===== src/rtl/psw_flag_unit.sv =====
// Program Status Word: ALU flag generation, whole-word load, sleep bit, and one-deep exception save/restore.
// Updates land one cycle after the strobe; there is no backpressure, and every strobe is accepted or faulted that cycle.
module psw_flag_unit #(
  parameter int WIDTH = 16
) (
  input  logic             clk,
  input  logic             rst,
  input  logic [WIDTH-1:0] op_a,
  input  logic [WIDTH-1:0] op_b,
  input  logic [WIDTH-1:0] alu_res,
  input  logic             alu_cout,
  input  logic [1:0]       op_class,
  input  logic             byte_mode,
  input  logic             upd_en,
  input  logic [3:0]       flag_mask,
  input  logic             psw_wr,
  input  logic [15:0]      psw_wr_data,
  input  logic             sleep_set,
  input  logic             exc_enter,
  input  logic [2:0]       exc_priority,
  input  logic             exc_return,
  output logic [15:0]      psw_out,
  output logic             shadow_valid,
  output logic             fault
);

  localparam logic [15:0] PSW_IMPL = 16'hE0FF;

  localparam int C_BIT   = 0;
  localparam int Z_BIT   = 1;
  localparam int N_BIT   = 2;
  localparam int SLP_BIT = 3;
  localparam int V_BIT   = 4;

  localparam logic [1:0] OP_ADD   = 2'd0;
  localparam logic [1:0] OP_SUB   = 2'd1;
  localparam logic [1:0] OP_LOGIC = 2'd2;

  logic [15:0]      psw;
  logic [15:0]      shadow;
  logic [WIDTH-1:0] act_mask;
  logic [WIDTH-1:0] msb_sel;
  logic [WIDTH-1:0] res_m;
  logic             msb_a, msb_b, msb_r;
  logic             c_new, z_new, n_new, v_new;
  logic [15:0]      upd_word;
  logic [15:0]      enter_word;

  // Sign bits are picked with a one-hot select so the full operand words feed the logic.
  always_comb begin
    act_mask = byte_mode ? WIDTH'(8'hFF) : '1;
    msb_sel  = byte_mode ? WIDTH'(8'h80) : (WIDTH'(1) << (WIDTH - 1));
    res_m    = alu_res & act_mask;
    msb_a    = |(op_a & msb_sel);
    msb_b    = |(op_b & msb_sel);
    msb_r    = |(res_m & msb_sel);

    z_new = (res_m == '0);
    n_new = msb_r;
    c_new = psw[C_BIT];
    v_new = psw[V_BIT];
    case (op_class)
      OP_ADD: begin
        c_new = alu_cout;
        v_new = (msb_a == msb_b) && (msb_r != msb_a);
      end
      OP_SUB: begin
        c_new = alu_cout;
        v_new = (msb_a != msb_b) && (msb_r != msb_a);
      end
      OP_LOGIC: begin
        c_new = psw[C_BIT];
        v_new = psw[V_BIT];
      end
      default: begin
        c_new = alu_cout;
        v_new = 1'b0;
      end
    endcase

    upd_word = psw;
    if (upd_en) begin
      if (flag_mask[0]) upd_word[C_BIT] = c_new;
      if (flag_mask[1]) upd_word[Z_BIT] = z_new;
      if (flag_mask[2]) upd_word[N_BIT] = n_new;
      if (flag_mask[3]) upd_word[V_BIT] = v_new;
    end
    if (sleep_set) upd_word[SLP_BIT] = 1'b1;

    // Entry moves current priority to previous and clears flags and SLP.
    enter_word = {psw[7:5], 5'b0_0000, exc_priority, 5'b0_0000};
  end

  always_ff @(posedge clk or posedge rst) begin
    if (rst) begin
      psw          <= 16'h0000;
      shadow       <= 16'h0000;
      shadow_valid <= 1'b0;
      fault        <= 1'b0;
    end else begin
      fault <= 1'b0;
      if (exc_enter) begin
        if (shadow_valid) begin
          fault <= 1'b1;
        end else begin
          shadow       <= psw;
          shadow_valid <= 1'b1;
          psw          <= enter_word;
        end
      end else if (exc_return) begin
        if (shadow_valid) begin
          psw          <= shadow;
          shadow_valid <= 1'b0;
        end else begin
          fault <= 1'b1;
        end
      end else if (psw_wr) begin
        psw <= psw_wr_data & PSW_IMPL;
      end else if (upd_en || sleep_set) begin
        psw <= upd_word;
      end
    end
  end

  assign psw_out = psw;

endmodule


===== config.mk =====
export PLATFORM = sky130hd
export DESIGN_NAME = psw_flag_unit
export DESIGN_NICKNAME = d
export VERILOG_FILES = /design/src/rtl/psw_flag_unit.sv
export SDC_FILE = /design/constraint.sdc
export NUM_CORES = 1
export LEC_CHECK = 0
export CAP_MARGIN = 20
export CORE_MARGIN = 8
export CORE_UTILIZATION = 39
export DETAILED_ROUTE_END_ITERATION = 16
export PLACE_DENSITY = 0.8
export SETUP_SLACK_MARGIN = 0.4
export SYNTH_ARGS = -nofsm -noshare
export SYNTH_HDL_FRONTEND = slang
export SYNTH_SLANG_ARGS = --single-unit

===== constraint.sdc =====
create_clock -name clk -period 1.8 [get_ports clk]
set_input_delay 0.18 -clock clk [delete_from_list [all_inputs] [get_ports clk]]
set_output_delay 0.18 -clock clk [all_outputs]
set_load 0.005 [all_outputs]

==> reports/metrics.cfg, run 1 <==
[outcome]
status = completed

[placed_design]
portBuffers = 66
post_dp_cell_area_sq_um = 2650
dp.final_hpwl_mm = 4.03
dp.cells = 296
gp_congestion = 0.786

[synthesis]
synthCells = 169
async_flop_share_pct = 100
synthAdderAreaFrac_pct = 0
synth_mux_area_share_pct = 14.1
synthesis.area_sq_um = 1840
yosys_warnings = 0
yosysUniqueCellTypes = 37
synth-seq-cells = 34
avgSynthCellArea_sq_um = 10.9
synth_top_family_by_area = compound AO/OA/AOI/OAI gates
synth_xor_area_share_pct = 0.476
synth-compound-area-share_pct = 21.0
synth-edff-count = 0
ys_seq_area_share_pct = 46.3
synth-simple-area-share_pct = 11.6
yosys_most_used_dff = dfrtp_1
syn-num-nets = 251

[global_route]
antenna_found_initial = 0
grt_max_degree = 35
grt_pass1_vias = 1889
grt_overflow_total = 0
track_usage_pct = 15.5
grt_pass1_wl_mm = 9.00

[floorplanning]
boundaryPins = 100
die_x_um = 84.7
die_height_um = 84.7
die_area_sq_um = 7170
row_count = 25
core_sq_um = 4630
floorplan.initialDensity_pct = 39.7

[final_layout]
antenna_cells = 0
drive_gt1_share_pct = 33.8
area_growth_pct = 65.3
instances_no_fill = 332
final_common_cell = clkdlybuf4s50_1
nets = 360
stdcell_area_sq_um = 3040
final_cell_mix = clkdlybuf4s50_1, buf_4, dfrtp_1
post-route-util_pct = 65.7
n_fill_cell = 345

[critical_path]
crit_chain = buf_6, and2_4, a222oi_1, a21boi_1, o221ai_1
worstSetupStartpointType = register
path_delay_family = compound AO/OA/AOI/OAI gates
max_stage_delay_ns = 0.41
cp.required_ns = 1.94
cp_max_fo = 6
crit_type = register to register
cp-end-kind = register
path_buf_inv = 1
ff2ff_setup_slack_ns = 0.22
crit_slowest_cell = dfrtp_2
critPathArrivalTime_ns = 1.71

[sta]
relSlewSlack_pct = 70.9
tns_ns = 0
whs_ns = 0.296
fin_crit_ns = 1.58
slew_violations = 0
setup_violations = 0
rsz0062_at_grt = true
finalHoldViolations = 0
period_share_pct = 87.6
max_freq_ghz = 0.634
worst_pin_slew_ns = 0.436
finalClockSkew_ns = 0.00341

[clock_network]
insertion_delay_ns = 0.28
cts_tree = done
ctsHtreeMaxLevel = 2
cts_root_buffer = clkbuf_8
clockBufferDepth = 2
cts_sinks = 34
clk_pin_slew_worst_paths_ns = 0.06
cts-buffers-inserted = 5

[drt]
vias = 1826
dr.pass1.iters = 4
drtAntennaViolNets = 0
routedWlPerCell_um = 17.8
drtIter0Drc = 131
drc = 0
routed_wl_mm = 5.91
avgViaCountPerCell = 5.50

[power_and_ir_drop]
power_density_nw_per_um2 = 709
p_leak_uw = 0.00140
ir_drop_mv = 0.384

[run]
drv_cap = 0

[hold_path]
min_path_type = input port to async pin

repair_timing:
item,4_1_cts,5_1_grt
endpoints found under the setup margin,34,41
pin swaps,10,13
gates resized for setup,15,22
setup buffers,12,17
endpoints found under the hold margin,0,0
hold buffers,0,0
layer usage:
| layer | routed length, um | track usage, % | vias up |
|---|---|---|---|
| met5 | 0 | 0 | - |
| met4 | 57 | 5.02 | 0 |
| met3 | 227 | 3.51 | 5 |
| met2 | 3390 | 30.1 | 43 |
| met1 | 2230 | 15.9 | 918 |
| li1 | - | - | 860 |
report_power, final:
part	switching [uW]	leakage [uW]	total, uW	internal (uW)
logic	263	0.000924	693	430
registers	79.0	0.000435	949	870
clock network	247	0.0000383	513	266
worst min-delay path, cell delays in order:
cell             delay (ns)
clkdlybuf4s50_1        0.39
inv_1                  0.05
buf_4                  0.38
registers in the layout, summed over array words and instances (netlist names):
signal and flops:
shadow_valid 1, psw_out 16, shadow 16, fault 1
worst paths after layout:
check                              from      endpoint  cells past startpoint
setup / recovery           shadow_valid    psw_out[5]                      5
hold / removal                      rst         fault                      3
setup reg to reg           shadow_valid    psw_out[5]                      5
hold reg to reg               shadow[9]     shadow[9]                      1
max in group asynchronous           rst  shadow_valid                      3
min in group clk              shadow[9]     shadow[9]                      1
final cells by class:
class	count	area, sq um	share of cell area (%)
Timing Repair Buffer	113	1070	35.3
Multi-Input combinational cell	120	953	31.4
Sequential cell	34	853	28.1
Clock buffer	7	76.3	2.51
Tap cell	54	67.6	2.22
Inverter	4	15.0	0.494
Yosys cell counts, drive strengths merged (3+ instances only):
master  count  area (sq um)
buf         6          55.1
nor4        4          25.0
o21ai       8          40.0
a222oi      6          60.1
clkbuf      5          48.8
o221ai      6          52.6
mux2       16           180
o31ai       3          22.5
a21boi      6          45.0
nor2       11          41.3
inv         4          15.0
a21oi       7          35.0
mux2i       8          80.1
a22o        9          83.8
dfrtp      34           851
nand2      18          70.1
per-stage QoR:
step	total power, uW	worst slack, ns
after detailed placement	1500	-0.133
after global placement	1480	-0.112
after floorplan	1200	0.405
final	2160	0.224
after global routing	2260	0.180
after CTS	2080	0.290
cells by family after synthesis:
kind of cell | after synthesis
buf+inv | 15
mux | 24
compound gates | 51
xor+xnor | 1
simple gates | 44
flops | 34
(Power assumes the default switching activity.)
==> run 2: changes to the inputs <==
--- a/config.mk
+++ b/config.mk
@@ -6,7 +6,6 @@
 export NUM_CORES = 1
 export LEC_CHECK = 0
 export CAP_MARGIN = 20
-export CORE_MARGIN = 8
 export CORE_UTILIZATION = 39
 export DETAILED_ROUTE_END_ITERATION = 16
 export PLACE_DENSITY = 0.8
==> reports/metrics.cfg, run 2 (same netlist as run 1, synthesis figures left out) <==
[outcome]
status = finished with violations
violations = design-rule violations

[final_layout]
antenna_cells = 0
instances_no_fill = 319
n_fill_cell = 354
final_cell_mix = clkdlybuf4s50_1, dfrtp_1, buf_4
drive_gt1_share_pct = 30.0
post-route-util_pct = 65.5
stdcell_area_sq_um = 2910
final_common_cell = clkdlybuf4s50_1
area_growth_pct = 58.2
nets = 349

[sta]
rsz0062_at_grt = true
setup_violations = 0
finalHoldViolations = 0
slew_violations = 0
relSlewSlack_pct = 68.4
worst_pin_slew_ns = 0.474
max_freq_ghz = 0.656
finalClockSkew_ns = 0.00392
fin_crit_ns = 1.52
period_share_pct = 84.7
tns_ns = 0

[global_route]
antenna_found_initial = 0
grt_max_degree = 35
grt_overflow_total = 0
grt_pass1_vias = 1726
grt_pass1_wl_mm = 8.13
track_usage_pct = 20.6

[clock_network]
clk_pin_slew_worst_paths_ns = 0.06
cts_tree = done
insertion_delay_ns = 0.28
cts_root_buffer = clkbuf_8
cts_sinks = 34
ctsHtreeMaxLevel = 2
cts-buffers-inserted = 5
clockBufferDepth = 2

[drt]
vias = 1731
routed_wl_mm = 5.04
drtIter0Drc = 137
drtAntennaViolNets = 0
routedWlPerCell_um = 15.8
dr.pass1.iters = 10
avgViaCountPerCell = 5.43
drc = 9

[critical_path]
worstSetupStartpointType = register
ff2ff_setup_slack_ns = 0.28
cp.required_ns = 1.96
crit_type = register to register
reg2reg_from = shadow_valid
worstRegToRegCells = 4
critPathArrivalTime_ns = 1.68
r2r-end = psw_out[13]
cp-end-kind = register
cp_max_fo = 6

[floorplanning]
die_height_um = 70.7
die_area_sq_um = 4990
core_sq_um = 4440
boundaryPins = 100
floorplan.initialDensity_pct = 41.4
row_count = 24
die_x_um = 70.7

[power_and_ir_drop]
ir_drop_mv = 0.563
power_density_nw_per_um2 = 720
switching_share_pct = 26.8
clockPowerShare_pct = 24.4
p_comb_share_pct = 30.4
intPower_uw = 1530
p_leak_uw = 0.00136
p_switching_uw = 562
pwr-share-seq_pct = 45.2

[placed_design]
dp.cells = 295
gp_congestion = 0.750
post_dp_cell_area_sq_um = 2640
dp.final_hpwl_mm = 3.52
portBuffers = 66

[hold_path]
min_path_type = input port to async pin

[run]
drv_cap = 0

[run 2: worst max-delay path by stage]
stage	from	slack, ns	to
3_3_place_gp	exc_enter	-0.08	psw_out[0]
6_report	shadow_valid	0.28	psw_out[13]
3_5_place_dp	exc_enter	-0.09	psw_out[13]
2_1_floorplan	shadow_valid	0.41	psw_out[6]
4_1_cts	shadow_valid	0.35	psw_out[4]
5_1_grt	shadow_valid	0.24	psw_out[13]
[run 2: what timing repair did]
action,in CTS,in global routing
endpoints found under the setup margin,32,24
setup buffers,7,10
hold buffers,0,0
gates cloned,0,0
pin swaps,5,12
resized for setup,12,16
[run 2: layout make-up]
cell class	instances	area (sq um)	area share [%]
repair buffers	102	972	33.4
multi-input cells	120	927	31.9
flip-flops and latches	34	853	29.3
clock buffers	7	76.3	2.62
well taps	52	65.1	2.24
inverters	4	15.0	0.516
[run 2: worst max-delay path, cell delays in order (launching register included)]
cell	delay, ns
dfrtp_2	0.45
and2_4	0.20
a222oi_1	0.41
a21boi_2	0.25
o221ai_2	0.09
[run 2: power by group through the flow]
stage / Clock [uW] / Sequential [uW] / Combinational [uW]
after global routing: 585 / 958 / 687
after CTS: 523 / 946 / 568
after detailed placement: 0 / 959 / 540
after global placement: 0 / 955 / 527
final: 510 / 947 / 638
after floorplan: 0 / 945 / 259
[run 2: routing by layer]
layer,share of wire [%],vias to the layer above,track usage (%)
li1,-,833,-
met3,4.4,10,4.56
met5,0,-,0
met2,52,48,35.2
met4,1.4,0,6.89
met1,43,840,26.2
[run 2: through the flow]
step	worst slack, ns	hold WS (ns)	total power, uW
2_1_floorplan	0.405	0.322	1200
3_3_place_gp	-0.0827	0.487	1480
3_5_place_dp	-0.0876	0.495	1500
4_1_cts	0.351	0.315	2040
5_1_grt	0.235	0.365	2230
6_report	0.276	0.301	2100
==> run 3: changes to the inputs <==
--- a/config.mk
+++ b/config.mk
@@ -6,9 +6,9 @@
 export NUM_CORES = 1
 export LEC_CHECK = 0
 export CAP_MARGIN = 20
-export CORE_UTILIZATION = 39
+export CORE_UTILIZATION = 35
 export DETAILED_ROUTE_END_ITERATION = 16
-export PLACE_DENSITY = 0.8
+export PLACE_DENSITY = 0.76
 export SETUP_SLACK_MARGIN = 0.4
 export SYNTH_ARGS = -nofsm -noshare
 export SYNTH_HDL_FRONTEND = slang
==> constraint.sdc (replaced) <==
create_clock -name clk -period 1.4 [get_ports clk]
set_input_delay 0.14 -clock clk [delete_from_list [all_inputs] [get_ports clk]]
set_output_delay 0.14 -clock clk [all_outputs]
set_load 0.005 [all_outputs]
==> reports/metrics.cfg, run 3 (same netlist as run 1, synthesis figures left out) <==
[global_route]
grt_pass1_vias = 1829
track_usage_pct = 21.6
grt_overflow_total = 0
antenna_found_initial = 0
grt_max_degree = 35
grt_pass1_wl_mm = 8.89

[placed_design]
portBuffers = 66
dp.final_hpwl_mm = 3.81
gp_congestion = 0.836
dpl_worst_slack_ns = -0.429
post_dp_cell_area_sq_um = 2820

[floorplanning]
row_count = 26
die_height_um = 74.5
floorplan.initialDensity_pct = 36.2
core_sq_um = 5070
die_x_um = 74.5
boundaryPins = 100
die_area_sq_um = 5550

[run]
drv_cap = 0

[sta]
fin_ws_ns = -0.0656
fin_crit_ns = 1.47
finalClockSkew_ns = 0.00568
setup_violations = 1
slew_violations = 0
rsz0062_at_grt = true
worst_pin_slew_ns = 0.483
relSlewSlack_pct = 67.8
period_share_pct = 105
tns_ns = -0.0656
whs_ns = 0.196
finalHoldViolations = 0
max_freq_ghz = 0.682

[critical_path]
path_delay_family = compound AO/OA/AOI/OAI gates
crit_chain = and2_4, a222oi_1, a21boi_2, o221ai_1
cp.required_ns = 1.55
max_stage_delay_ns = 0.39
crit_type = register to register
path_buf_inv = 0
cp_max_fo = 6
worstSetupStartpointType = register
cp-end-kind = register
crit_slowest_cell = a222oi_1
critPathArrivalTime_ns = 1.61

[drt]
avgViaCountPerCell = 5.19
drtAntennaViolNets = 0
routedWlPerCell_um = 16.2
drc = 0
dr.pass1.iters = 4
routed_wl_mm = 5.75
vias = 1836
drtIter0Drc = 100

[power_and_ir_drop]
p_leak_uw = 0.00147
ir_drop_mv = 0.688
power_density_nw_per_um2 = 934

[clock_network]
cts-buffers-inserted = 5
clockBufferDepth = 2
cts_tree = done
clk_pin_slew_worst_paths_ns = 0.07
insertion_delay_ns = 0.29
ctsHtreeMaxLevel = 2
cts_hold_buf = 0
cts_sinks = 34
cts_root_buffer = clkbuf_8

[final_layout]
antenna_cells = 0
n_fill_cell = 417
final_common_cell = clkdlybuf4s50_1
seq_area_sq_um = 851
nets = 365
multi_input_area_sq_um = 1040
stdcell_area_sq_um = 3150
final_cell_mix = clkdlybuf4s50_1, buf_4, dfrtp_1
drive_gt1_share_pct = 43.3
area_growth_pct = 71.0
post-route-util_pct = 62.0

[outcome]
violations = negative setup slack
status = finished with violations

[hold_path]
min_path_type = input port to async pin

run 3: cell types whose count changed in the layout (fill, tap and decap cells not counted), moves of 7 or more:
cell and delta:
buf_4 +7, buf_6 +12, clkdlybuf4s50_1 -11, buf_2 +12
mux2_4 +13, mux2_2 -13
run 3: layer usage:
layer / vias to the layer above / share of wire [%] / track usage [%]
met1: 906 / 41 / 27.5
met4: 0 / 1.4 / 7.97
met3: 12 / 4.5 / 3.93
met5: - / 0 / 0
li1: 866 / - / -
met2: 52 / 53 / 36.6
run 3: path summary, 6_finish.rpt:
kind / startpoint / endpoint / slack (ns) / depth (start not counted)
max in group asynchronous: rst / psw_out[14] / 1.02 / 3
min in group clk: exc_enter / fault / 0.51 / 5
max: shadow_valid / psw_out[13] / -0.07 / 4
min: rst / shadow[1] / 0.20 / 3
max reg2reg: shadow_valid / psw_out[13] / -0.07 / 4
min reg2reg: shadow[0] / shadow[0] / 0.51 / 1
run 3: cell type report:
class	count	area share, %
well taps	70	2.78
inverters	4	0.477
flip-flops and latches	34	27.0
repair buffers	118	33.7
clock inverters	1	0.159
clock buffers	7	2.74
multi-input cells	120	33.1
run 3: where the power goes:
group          internal [uW]  switching, uW  leakage (uW)
Clock                    396            349     0.0000482
Sequential              1120           90.1      0.000437
Combinational            599            387      0.000987
Total                   2110            826       0.00147
run 3: what timing repair did:
action	CTS	global route
setup endpoints to repair	51	40
resized for setup	88	17
hold endpoints to repair	0	0
buffers inserted	22	3
cloned	0	0
pin swaps	10	11
run 3: worst reg2reg max path, stage by stage (launching register included):
cell      delay, ns
dfrtp_1        0.38
and2_4         0.17
a222oi_1       0.39
a21boi_2       0.27
o221ai_1       0.12
run 3: metrics by stage:
stage | total power, uW | std cells
after global routing | 3090 | 354
after floorplan | 1620 | 169
after detailed placement | 2040 | 321
after global placement | 2010 | 321
after CTS | 2880 | 351
final | 2940 | 354
